`src/rtl/ucsbece154_icache_pkg.sv`:
```
// Shared types, default geometry and address-field widths for the instruction cache.
// Pure declarations: no latency, no flow control.
package ucsbece154_icache_pkg;

    localparam int ICACHE_NUM_SETS    = 8;
    localparam int ICACHE_NUM_WAYS    = 2;
    localparam int ICACHE_BLOCK_WORDS = 4;
    localparam int ICACHE_WO_W        = $clog2(ICACHE_BLOCK_WORDS);
    localparam int ICACHE_IDX_W       = $clog2(ICACHE_NUM_SETS);
    localparam int ICACHE_TAG_W       = 32 - 2 - ICACHE_WO_W - ICACHE_IDX_W;

    typedef enum logic [1:0] {
        IDLE = 2'd0,
        REQ  = 2'd1,
        FILL = 2'd2
    } icache_state_t;

    // Clears the word-offset and byte bits, giving the burst base address.
    function automatic logic [31:0] icache_block_base(input logic [31:0] addr, input int wo_w);
        return addr & ~((32'd1 << (wo_w + 2)) - 32'd1);
    endfunction

endpackage

```
`src/rtl/ucsbece154_icache_if.sv`:
```
// Fetch-side and imem-side signals of the instruction cache in one bundle.
// master = fetch stage plus imem (environment), slave = the cache itself.
interface ucsbece154_icache_if;

    logic        ReadEnable;
    logic [31:0] ReadAddress;
    logic [31:0] Instruction;
    logic        Ready;
    logic        MemReadRequest;
    logic [31:0] MemReadAddress;
    logic [31:0] MemDataIn;
    logic        MemDataReady;

    modport master (
        output ReadEnable, ReadAddress, MemDataIn, MemDataReady,
        input  Instruction, Ready, MemReadRequest, MemReadAddress
    );

    modport slave (
        input  ReadEnable, ReadAddress, MemDataIn, MemDataReady,
        output Instruction, Ready, MemReadRequest, MemReadAddress
    );

endinterface

```
`src/rtl/ucsbece154_icache_way.sv`:
```
// One cache way: valid/tag/data arrays, asynchronous read, synchronous write.
// Reads are combinational; writes land at the clock edge; no flow control.
module ucsbece154_icache_way #(
    parameter int NUM_SETS    = 8,
    parameter int BLOCK_WORDS = 4,
    parameter int TAG_W       = 25,
    localparam int IDX_W      = $clog2(NUM_SETS),
    localparam int WO_W       = $clog2(BLOCK_WORDS)
) (
    input  logic             clk,
    input  logic             reset,
    input  logic [IDX_W-1:0] index,
    input  logic [WO_W-1:0]  wo,
    input  logic             wr_word_en,
    input  logic [31:0]      wr_data,
    input  logic             wr_tag_en,
    input  logic [TAG_W-1:0] wr_tag,
    input  logic             inval,
    output logic             rd_valid,
    output logic [TAG_W-1:0] rd_tag,
    output logic [31:0]      rd_data
);

    logic [NUM_SETS-1:0] valid_q;
    logic [TAG_W-1:0]    tag_q  [NUM_SETS];
    logic [31:0]         data_q [NUM_SETS][BLOCK_WORDS];

    assign rd_valid = valid_q[index];
    assign rd_tag   = tag_q[index];
    assign rd_data  = data_q[index][wo];

    always_ff @(posedge clk) begin
        if (reset)
            valid_q <= '0;
        else if (inval)
            valid_q[index] <= 1'b0;
        else if (wr_tag_en)
            valid_q[index] <= 1'b1;
    end

    // Tag and data are plain storage; only valid needs a reset.
    always_ff @(posedge clk) begin
        if (wr_tag_en)
            tag_q[index] <= wr_tag;
        if (wr_word_en)
            data_q[index][wo] <= wr_data;
    end

endmodule

```
`src/rtl/ucsbece154_icache.sv`:
```
// 2-way set-associative read-only I-cache: hit same cycle, miss bursts a block from imem.
// Miss: Ready rises 1 cycle after the final beat; imem gaps hold the beat counter indefinitely.
module ucsbece154_icache
    import ucsbece154_icache_pkg::*;
#(
    parameter int NUM_SETS    = ICACHE_NUM_SETS,
    parameter int NUM_WAYS    = ICACHE_NUM_WAYS,
    parameter int BLOCK_WORDS = ICACHE_BLOCK_WORDS
) (
    input  logic               clk,
    input  logic               reset,
    ucsbece154_icache_if.slave bus
);

    localparam int WO_W  = $clog2(BLOCK_WORDS);
    localparam int IDX_W = $clog2(NUM_SETS);
    localparam int TAG_W = 32 - 2 - WO_W - IDX_W;

    icache_state_t       state;
    logic [TAG_W-1:0]    miss_tag;
    logic [IDX_W-1:0]    miss_idx;
    logic                miss_way;
    logic [WO_W-1:0]     beat_cnt;
    logic [NUM_SETS-1:0] lru;
    logic                mem_req;
    logic [31:0]         mem_addr;

    logic [WO_W-1:0]     addr_wo;
    logic [IDX_W-1:0]    addr_idx;
    logic [TAG_W-1:0]    addr_tag;
    logic [IDX_W-1:0]    way_idx;
    logic [WO_W-1:0]     way_wo;

    logic [NUM_WAYS-1:0] rd_valid;
    logic [NUM_WAYS-1:0] way_hit;
    logic [NUM_WAYS-1:0] wr_word_en;
    logic [NUM_WAYS-1:0] wr_tag_en;
    logic [NUM_WAYS-1:0] inval;
    logic [TAG_W-1:0]    rd_tag  [NUM_WAYS];
    logic [31:0]         rd_data [NUM_WAYS];

    logic idle;
    logic lookup_hit;
    logic miss_start;
    logic hit_way;
    logic victim;
    logic beat_wr;
    logic final_beat;

    assign addr_wo  = bus.ReadAddress[2 +: WO_W];
    assign addr_idx = bus.ReadAddress[2 + WO_W +: IDX_W];
    assign addr_tag = bus.ReadAddress[31 -: TAG_W];

    // Outside IDLE the arrays are addressed by the latched miss, not by fetch.
    assign idle    = (state == IDLE);
    assign way_idx = idle ? addr_idx : miss_idx;
    assign way_wo  = idle ? addr_wo  : beat_cnt;

    assign lookup_hit = idle & ~reset & bus.ReadEnable & (|way_hit);
    assign miss_start = idle & bus.ReadEnable & ~(|way_hit);
    assign hit_way    = way_hit[1];
    assign victim     = !rd_valid[0] ? 1'b0 : (!rd_valid[1] ? 1'b1 : lru[addr_idx]);

    assign beat_wr    = ((state == REQ) || (state == FILL)) & bus.MemDataReady;
    assign final_beat = beat_wr & (beat_cnt == WO_W'(BLOCK_WORDS - 1));

    assign bus.Ready          = lookup_hit;
    assign bus.Instruction    = lookup_hit ? rd_data[hit_way] : 32'h0;
    assign bus.MemReadRequest = mem_req;
    assign bus.MemReadAddress = mem_addr;

    for (genvar w = 0; w < NUM_WAYS; w++) begin : g_way
        assign way_hit[w]    = rd_valid[w] & (rd_tag[w] == addr_tag);
        assign wr_word_en[w] = beat_wr & (miss_way == 1'(w));
        assign wr_tag_en[w]  = final_beat & (miss_way == 1'(w));
        // Victim loses valid at miss entry so a half-filled line can never hit.
        assign inval[w]      = miss_start & (victim == 1'(w));

        ucsbece154_icache_way #(
            .NUM_SETS    (NUM_SETS),
            .BLOCK_WORDS (BLOCK_WORDS),
            .TAG_W       (TAG_W)
        ) u_way (
            .clk        (clk),
            .reset      (reset),
            .index      (way_idx),
            .wo         (way_wo),
            .wr_word_en (wr_word_en[w]),
            .wr_data    (bus.MemDataIn),
            .wr_tag_en  (wr_tag_en[w]),
            .wr_tag     (miss_tag),
            .inval      (inval[w]),
            .rd_valid   (rd_valid[w]),
            .rd_tag     (rd_tag[w]),
            .rd_data    (rd_data[w])
        );
    end

    always_ff @(posedge clk) begin
        if (reset) begin
            state    <= IDLE;
            mem_req  <= 1'b0;
            mem_addr <= '0;
            lru      <= '0;
            beat_cnt <= '0;
            miss_tag <= '0;
            miss_idx <= '0;
            miss_way <= 1'b0;
        end else begin
            case (state)
                IDLE: begin
                    if (lookup_hit) begin
                        lru[addr_idx] <= ~hit_way;
                    end else if (miss_start) begin
                        miss_tag <= addr_tag;
                        miss_idx <= addr_idx;
                        miss_way <= victim;
                        beat_cnt <= '0;
                        mem_req  <= 1'b1;
                        mem_addr <= icache_block_base(bus.ReadAddress, WO_W);
                        state    <= REQ;
                    end
                end
                REQ, FILL: begin
                    if (final_beat) begin
                        lru[miss_idx] <= ~miss_way;
                        mem_req       <= 1'b0;
                        state         <= IDLE;
                    end else if (beat_wr) begin
                        beat_cnt <= beat_cnt + 1'b1;
                        state    <= FILL;
                    end
                end
                default: state <= IDLE;
            endcase
        end
    end

endmodule

```
`src/flat_wrapper.sv`:
```
// flat-port wrapper written by rule: the top's interface ports become plain ports
module ucsbece154_icache_flat import ucsbece154_icache_pkg::*;
#(
    parameter int NUM_SETS    = ICACHE_NUM_SETS,
    parameter int NUM_WAYS    = ICACHE_NUM_WAYS,
    parameter int BLOCK_WORDS = ICACHE_BLOCK_WORDS
)
  (clk, reset, bus_ReadEnable, bus_ReadAddress, bus_MemDataIn, bus_MemDataReady, bus_Instruction, bus_Ready, bus_MemReadRequest, bus_MemReadAddress);
  ucsbece154_icache_if bus_i ();
  input  logic clk;
  input  logic reset;
  input wire logic [$bits(bus_i.ReadEnable)-1:0] bus_ReadEnable;
  input wire logic [$bits(bus_i.ReadAddress)-1:0] bus_ReadAddress;
  input wire logic [$bits(bus_i.MemDataIn)-1:0] bus_MemDataIn;
  input wire logic [$bits(bus_i.MemDataReady)-1:0] bus_MemDataReady;
  output wire logic [$bits(bus_i.Instruction)-1:0] bus_Instruction;
  output wire logic [$bits(bus_i.Ready)-1:0] bus_Ready;
  output wire logic [$bits(bus_i.MemReadRequest)-1:0] bus_MemReadRequest;
  output wire logic [$bits(bus_i.MemReadAddress)-1:0] bus_MemReadAddress;
  assign bus_i.ReadEnable = bus_ReadEnable;
  assign bus_i.ReadAddress = bus_ReadAddress;
  assign bus_i.MemDataIn = bus_MemDataIn;
  assign bus_i.MemDataReady = bus_MemDataReady;
  assign bus_Instruction = bus_i.Instruction;
  assign bus_Ready = bus_i.Ready;
  assign bus_MemReadRequest = bus_i.MemReadRequest;
  assign bus_MemReadAddress = bus_i.MemReadAddress;
  ucsbece154_icache #(.NUM_SETS(NUM_SETS), .NUM_WAYS(NUM_WAYS), .BLOCK_WORDS(BLOCK_WORDS)) u_core (.clk(clk), .reset(reset), .bus(bus_i));
endmodule
```
`config.mk`:
```
export PLATFORM = sky130hd
export DESIGN_NAME = ucsbece154_icache_flat
export DESIGN_NICKNAME = d
export VERILOG_FILES = /design/src/rtl/ucsbece154_icache_pkg.sv /design/src/rtl/ucsbece154_icache_if.sv /design/src/rtl/ucsbece154_icache_way.sv /design/src/rtl/ucsbece154_icache.sv /design/src/flat_wrapper.sv
export SDC_FILE = /design/constraint.sdc
export NUM_CORES = 2
export LEC_CHECK = 0
export ABC_CLOCK_PERIOD_IN_PS = 5400
export CAP_MARGIN = 10
export CORE_MARGIN = 1.5
export CORE_UTILIZATION = 62
export CTS_CLUSTER_SIZE = 40
export DETAILED_ROUTE_END_ITERATION = 8
export GPL_ROUTABILITY_DRIVEN = 0
export PLACE_DENSITY = 0.79
export RECOVER_POWER = 100
export SETUP_SLACK_MARGIN = 0.15
export SYNTH_ARGS = -nofsm -noshare
export SYNTH_HDL_FRONTEND = slang
export SYNTH_SLANG_ARGS = --single-unit
export TNS_END_PERCENT = 20
```
`constraint.sdc`:
```
create_clock -name clk -period 5.4 [get_ports clk]
set_input_delay 0.54 -clock clk [delete_from_list [all_inputs] [get_ports clk]]
set_output_delay 0.54 -clock clk [all_outputs]
set_load 0.005 [all_outputs]
```
# Word level (Yosys, flattened, before mapping)

Memory sizes are Yosys's and may differ from the RTL's.
Index checks and enable logic that the tools add are counted.

Memories: 4
Bits of input ports: 68
Output and inout port bits: 66
Bits in writable memories: 2,448
Logic and storage cells: 139
Register bits: 86

Equality and inequality tests: 12
Muxes and demuxes: 59
Add/subtract/negate cells: 1
Bitwise logic cells: 28
Order comparisons: 9
Reductions and logical operators: 16

Memory list:

| name                         | depth | bits a word | read ports | clocked after memory_dff | wr ports | line                        | RTL |
|---|---|---|---|---|---|---|---|
| u_core.g_way[0].u_way.data_q | 8     | 128         | 1          | 0                        | 1        | ucsbece154_icache_way.sv:26 | `logic [31:0] data_q [NUM_SETS][BLOCK_WORDS];` |
| u_core.g_way[1].u_way.data_q | 8     | 128         | 1          | 0                        | 1        | ucsbece154_icache_way.sv:26 |  |
| u_core.g_way[0].u_way.tag_q  | 8     | 25          | 1          | 0                        | 1        | ucsbece154_icache_way.sv:25 | `logic [TAG_W-1:0] tag_q [NUM_SETS];` |
| u_core.g_way[1].u_way.tag_q  | 8     | 25          | 1          | 0                        | 1        | ucsbece154_icache_way.sv:25 |  |

Operators with widths:

| operator                                                   | number |
|---|---|
| 2-to-1 mux 32 bit                                          | 9 |
| 2-to-1 mux 128 bit                                         | 2 |
| binary-select mux 32 bit (select 2 bit)                    | 2 |
| demux 32 bit (select 2 bit)                                | 1 |
| equality test 25 bit                                       | 2 |
| 2-to-1 mux 8 bit                                           | 6 |
| 2-to-1 mux 2 bit                                           | 9 |
| 2-to-1 mux 1 bit                                           | 17 |
| AND 8 bit                                                  | 2 |
| bitwise mux 8 bit                                          | 2 |
| OR 8 bit                                                   | 2 |
| one-hot mux 8 bit (2 select lines)                         | 1 |
| AND 1 bit                                                  | 15 |
| less-than comparator 3 x 4 -> 1 bit, second input constant | 3 |
| binary-select mux 1 bit (select 3 bit)                     | 3 |
| demux 1 bit (select 3 bit)                                 | 3 |
| >= comparator 3 x 1 -> 1 bit, second input constant        | 3 |
| AND reduction 3 bit                                        | 3 |
| != test 2 bit, second input constant                       | 4 |
| inverter 8 bit                                             | 1 |
| one-hot mux 2 bit (2 select lines)                         | 2 |
| inverter 1 bit                                             | 6 |
| nonzero test 2 bit                                         | 3 |
| AND reduction 5 bit                                        | 1 |
| 17 further kinds                                           | 23 |

# Depth between registers and ports, before layout

Word-level depth: 11
Gate-level depth with buffers: 19

# Hierarchy

From an unflattened synthesis, not the netlist that was laid out.

Cell total of the unflattened synthesis: 5,542
Area, all modules: 98,369.3 um^2

By module, submodules not included:

| module                                        | cells each | times used | area an instance (um^2) |
|---|---|---|---|
| ucsbece154_icache_way (u_core.g_way[0].u_way) | 2,586      | 1          | 47,677.0 |
| ucsbece154_icache_way (u_core.g_way[1].u_way) | 2,565      | 1          | 47,360.4 |
| ucsbece154_icache                             | 391        | 1          | 3,331.9 |

# Worst setup path after synthesis

OpenSTA, ideal clock, no wires.

Path kind: flip-flop to flip-flop
Start point: register u_core.state[0]
End point: memory u_core.g_way[0].u_way.data_q[0][100] (netlist name) (enable)
Clock period less this slack: 4,405 ps
Required time: 4,979 ps
Arrival: 3,984 ps
Cell stages (with the launch flop): 11
Setup slack: 995 ps
Path through: dfxtp_1 inv_1 ha_1 buf_4 buf_2 buf_1 mux2i_1 clkbuf_1 clkbuf_1 nand3_1 nor2_1

Longest elaborated chain between the ends: 8
Elaborated cells on any way between the ends: 16

RTL lines:

| what                                                                                             | line                        | RTL |
|---|---|---|
| start, declared                                                                                  | ucsbece154_icache.sv:19     | `icache_state_t state;` |
| start signal, assigned                                                                           | ucsbece154_icache.sv:101    | `state <= IDLE;` |
| start signal, assigned                                                                           | ucsbece154_icache.sv:121    | `state <= REQ;` |
| start signal, assigned                                                                           | ucsbece154_icache.sv:128    | `state <= IDLE;` |
| logical NOT 2 bit                                                                                | ucsbece154_icache.sv:55     | `assign idle = (state == IDLE);` |
| 2-to-1 mux 2 bit                                                                                 | ucsbece154_icache.sv:57     | `assign way_wo = idle ? addr_wo : beat_cnt;` |
| inverter 2 -> 3 bit (not written as such)                                                        | ucsbece154_icache_way.sv:46 | `data_q[index][wo] <= wr_data;` |
| >= comparator 3 bit (not written as such) or less-than comparator 3 x 1 -> 1 bit (tied branches) | ucsbece154_icache_way.sv:46 |  |
| logical AND 1 bit (not written as such)                                                          | ucsbece154_icache_way.sv:46 |  |
| 2-to-1 mux 32 bit (not written as such)                                                          | ucsbece154_icache_way.sv:46 |  |
| demux 32 bit (select 2 bit)                                                                      | ucsbece154_icache_way.sv:46 |  |
| 2-to-1 mux 128 bit (not written as such)                                                         | ucsbece154_icache_way.sv:46 |  |
| end, declared                                                                                    | ucsbece154_icache_way.sv:26 |  |

Several ways; a longest one is shown, not always the timed one.

# Worst setup path after layout

Start point: register u_core.state[0]
End point: output port bus_Instruction[11]

Longest elaborated chain between the ends: 10
Elaborated cells on any way between the ends: 31

RTL lines:

| what                                                                           | line                                                 | RTL |
|---|---|---|
| logical NOT 2 bit *                                                            | ucsbece154_icache.sv:55                              |  |
| 2-to-1 mux 3 bit or 2-to-1 mux 2 bit (tied branches)                           | ucsbece154_icache.sv:56, ucsbece154_icache.sv:57     |  |
| memory (8 x 25 bit) (tied with other cells)                                    | n/a                                                  |  |
| equality test 25 bit (tied with other cells)                                   | ucsbece154_icache.sv:73                              | `assign way_hit[w] = rd_valid[w] & (rd_tag[w] == addr_tag);` |
| AND 1 bit or 2-to-1 mux 32 bit (tied branches)                                 | ucsbece154_icache.sv:73, ucsbece154_icache_way.sv:30 |  |
| inverter 1 -> 2 bit (not written as such) or 2-to-1 mux 32 bit (tied branches) | ucsbece154_icache.sv:68, ucsbece154_icache_way.sv:30 |  |
| 2-to-1 mux 32 bit (not written as such) (3 in series)                          | ucsbece154_icache.sv:68                              | `assign bus.Instruction = lookup_hit ? rd_data[hit_way] : 32'h0;` |
| 2-to-1 mux 32 bit *                                                            | ucsbece154_icache.sv:68                              |  |
| end, declared                                                                  | flat_wrapper.sv:16                                   | `output wire logic [$bits(bus_i.Instruction)-1:0] bus_Instruction;` |

Mark *: on every way between the ends. The rest lies on a longest branch, timed or not. The select of a mux whose other input is x is not followed.

==> impl_metrics.csv <==
group,metric,value,unit
global_routing,antenna_found_initial,12,
worst_setup_path,slowest_stage,"mux2_8",
worst_setup_path,critPathKind,"reg -> out",
sta,fin_crit_sh,107.0,%
worst_hold_path,hold_path_class,"in -> reg",
synth,ys_seq_area_share,79.60,%
worst_setup_path,cp_num_buf_inv,9,
worst_setup_path,startpoint_type,"register",
layout,syn_to_final_growth,17.14,%
synth,synth_seq_cells,2506,
sta,fin_crit,5779,ps
layout,design_area,0.1099,mm2
route,drcViolationCount,2,
cts,cts_buffers,226,
layout,finalNonFillerCells,8477,
cts,clock_path_buffers,3,
placement,placedCellCount,7973,
route,num_vias,62591,
sta,skew,88.31,ps
placement,postPlaceCellArea,0.1008,mm2
synth,synth_cell_type_count,78,
sta,rsz0062_at_grt,"yes",
synth,synth_top_area_share,78.36,%
sta,hold_violations,0,
worst_setup_path,path_max_fanout,6,
sta,drv_slew,2066,
worst_setup_path,worstPathCellList,"inv_2 > ha_4 > mux2_8 > buf_4 > buf_12 > mux2i_1 > a32oi_1 > a21boi_2 > nor4_4 > nand4b_1 > nor4_2 > buf_4 > a41o_1 > and3_4 > buf_4 > buf_12 > buf_12 > a21boi_4 > buf_6 > buf_6",
synth,synthArstFlopShare,0,%
synth,yosys_warnings,0,
route,vias_per_cell,7.384,
flow_run,cap_violations,33,
sta,setup_viol,33,
synth,syn_inst,5801,
status,violations,"design-rule violations, max-capacitance violations, max-slew violations, negative setup slack",
global_routing,track_usage,37.24,%
die,core_area,0.1500,mm2
route,drt_pass1_iterations,8,
worst_setup_path,cpPeakStageDelay,440,ps
worst_setup_path,cp_top_family,"buffers and inverters",
placement,dp_hpwl,153.2,mm
cts,cts_root_buf,"clkbuf_16",
worst_setup_path,required,4860,ps
pwr,ir_drop,0.3734,mV
synth,synth_largest_area_cell,"edfxtp_1",
route,wirelength,290.5,mm
die,ioPinCount,134,
sta,worstMarginPinSlew,3699,ps
cts,cts_hold_buf,0,
synth,avgSynthCellArea,16.17,um2
synth,synth_flop_cell,"edfxtp_1",
sta,max_freq,173.0,MHz
placement,io_buffers,127,
pwr,pwr_density_cell,400.3,mW/mm2
route,wire_per_inst,34.27,um
sta,max-slew-margin-rel,-146.6,%
route,antenna_left,0,
synth,synth-edff-count,2448,
die,start_util,62.56,%
die,dieArea,0.1537,mm2
global_routing,grt.overflow.total,0,
status,status,"complete, but fails checks",
cts,cts.sinks,2506,
global_routing,grt_pass1_vias,60326,
synth,synth_area_leaders,"edfxtp_1, o22ai_1, nand2_1, mux2i_1, nor2_1",
cts,cts_tree,"done",
layout,final_cell_mix,"edfxtp_1, o22ai_1, nand2_1, buf_4, nor2_1",
worst_setup_path,endpoint_kind,"primary output",
global_routing,grt_pass1_wl,409.8,mm
cts,cts_max_level,4,
route,drt_iter0_drc,11425,
layout,nNetsFinal,6332,
pwr,total_power,43.99,mW
cts,insertion_delay,900,ps
die,dieWidth,392.0,um
worst_setup_path,arrival,5240,ps
layout,drive_gt1_share,16.52,%
layout,nFillCells,8168,
global_routing,grt_max_degree,100,
pwr,leakage,35.26,nW
die,num_rows,142,
synth,syn-cell-area,0.09381,mm2
sta,holdWs,215.1,ps
cts,clk_pin_slew_worst_paths,60,ps
layout,layout_commonest_cell,"edfxtp_1",
sta,final.setup.worst_slack,-379.1,ps
die,die_y,392.0,um
-- per-stage QoR --
step	util [%]	TNS [ps]	worst slack [ps]
finish	73.28	-9090	-379.1
global route	73.28	-9360	-398.7
CTS	73.06	-2622	-219.0
detailed placement	67.22	-7282	-438.2
global placement	67.22	-7345	-455.7
floorplan	-	0	995.1
-- logic make-up after synthesis --
logic type / after synthesis / synth area share (%)
buffers and inverters: 397 / 1.827
adders and majority gates: 3 / 0.04002
DFF: 2506 / 79.60
other: 1 / 0.003997
and+or+nand+nor: 1368 / 6.626
xor gates and xnor gates: 8 / 0.07468
AOI/OAI and AO/OA: 1368 / 10.18
muxes: 150 / 1.655
-- final timing paths --
check,from,depth (start not counted),to,slack (ps)
worst max-delay path,u_core.state[0]$_SDFFE_PP0P_,20,bus_Instruction[11],-380
worst min-delay path,bus_MemDataIn[1],1,u_core.g_way[0].u_way.data_q[0][1]$_DFFE_PP_,220
worst min register to register,register,2,register,500
worst max register to register,u_core.state[0]$_SDFFE_PP0P_,11,u_core.g_way[1].u_way.data_q[1][100]$_DFFE_PP_,610
-- layer usage --
layer  global-route usage [%]  wire [um]
met1                    48.71      92360
met2                    57.56     134000
met3                    9.943      45940
met4                    20.07      18150
met5                        0         41
-- report_power, final --
part | total, mW | switching, mW | internal [mW]
logic | 6.15 | 4.08 | 2.07
clock network | 16.2 | 7.21 | 9.03
registers | 21.6 | 0.114 | 21.5
-- worst register-to-register path, stage by stage, from the launching register on --
cell     delay [ps]
dfxtp_2         320
inv_2            60
ha_4            220
buf_4           130
buf_4           130
buf_8           190
buf_4           220
mux2i_4         860
buf_12          390
nand3_1         840
nor2_4          830
buf_12          310
-- flip-flops by register name, summed over array words and instances (netlist names), named ones only --
register,flops
u_core.miss_tag,25
u_core.state,2
u_core.bus.MemReadAddress,1
u_core.beat_cnt,2
u_core.miss_idx,2
u_core.lru,8
u_core.bus.MemReadRequest,1
u_core.g_way.u_way.data_q,2048
u_core.miss_way,1
u_core.g_way.u_way.tag_q,400
-- layout make-up --
class / instances / area [um2] / share of cell area (%)
Antenna cell: 7 / 17.52 / 0.01594
Multi-Input combinational cell: 2902 / 18810 / 17.12
Clock inverter: 158 / 1628 / 1.481
Inverter: 14 / 52.55 / 0.04782
Sequential cell: 2506 / 74670 / 67.95
Clock buffer: 263 / 5864 / 5.336
Tap cell: 2016 / 2522 / 2.295
Timing Repair Buffer: 611 / 6321 / 5.752
-- synthesized netlist by cell type (all sizes together), types with 15 or more instances --
library cell	instances
a211oi	29
a311oi	29
nor2b	15
dfxtp	58
nand3	139
nand2	546
a21boi	37
o21a	29
nor2	337
mux2i	137
o22a	41
o211ai	17
o311ai	20
a32oi	26
buf	136
nand4	15
o221ai	94
clkbuf	247
edfxtp	2448
o21ai	60
o22ai	702
nor3	56
nor4	191
a31oi	85
a21oi	60
a32o	71
-- timing repair --
| item | CTS | global route |
|---|---|---|
| cloned | 12 | 1 |
| pin swaps | 24 | 24 |
| setup buffers | 40 | 22 |
| gates resized for setup | 296 | 55 |
| setup endpoints to repair | 33 | 33 |
Note: power is estimated with default switching activity, not from simulation.
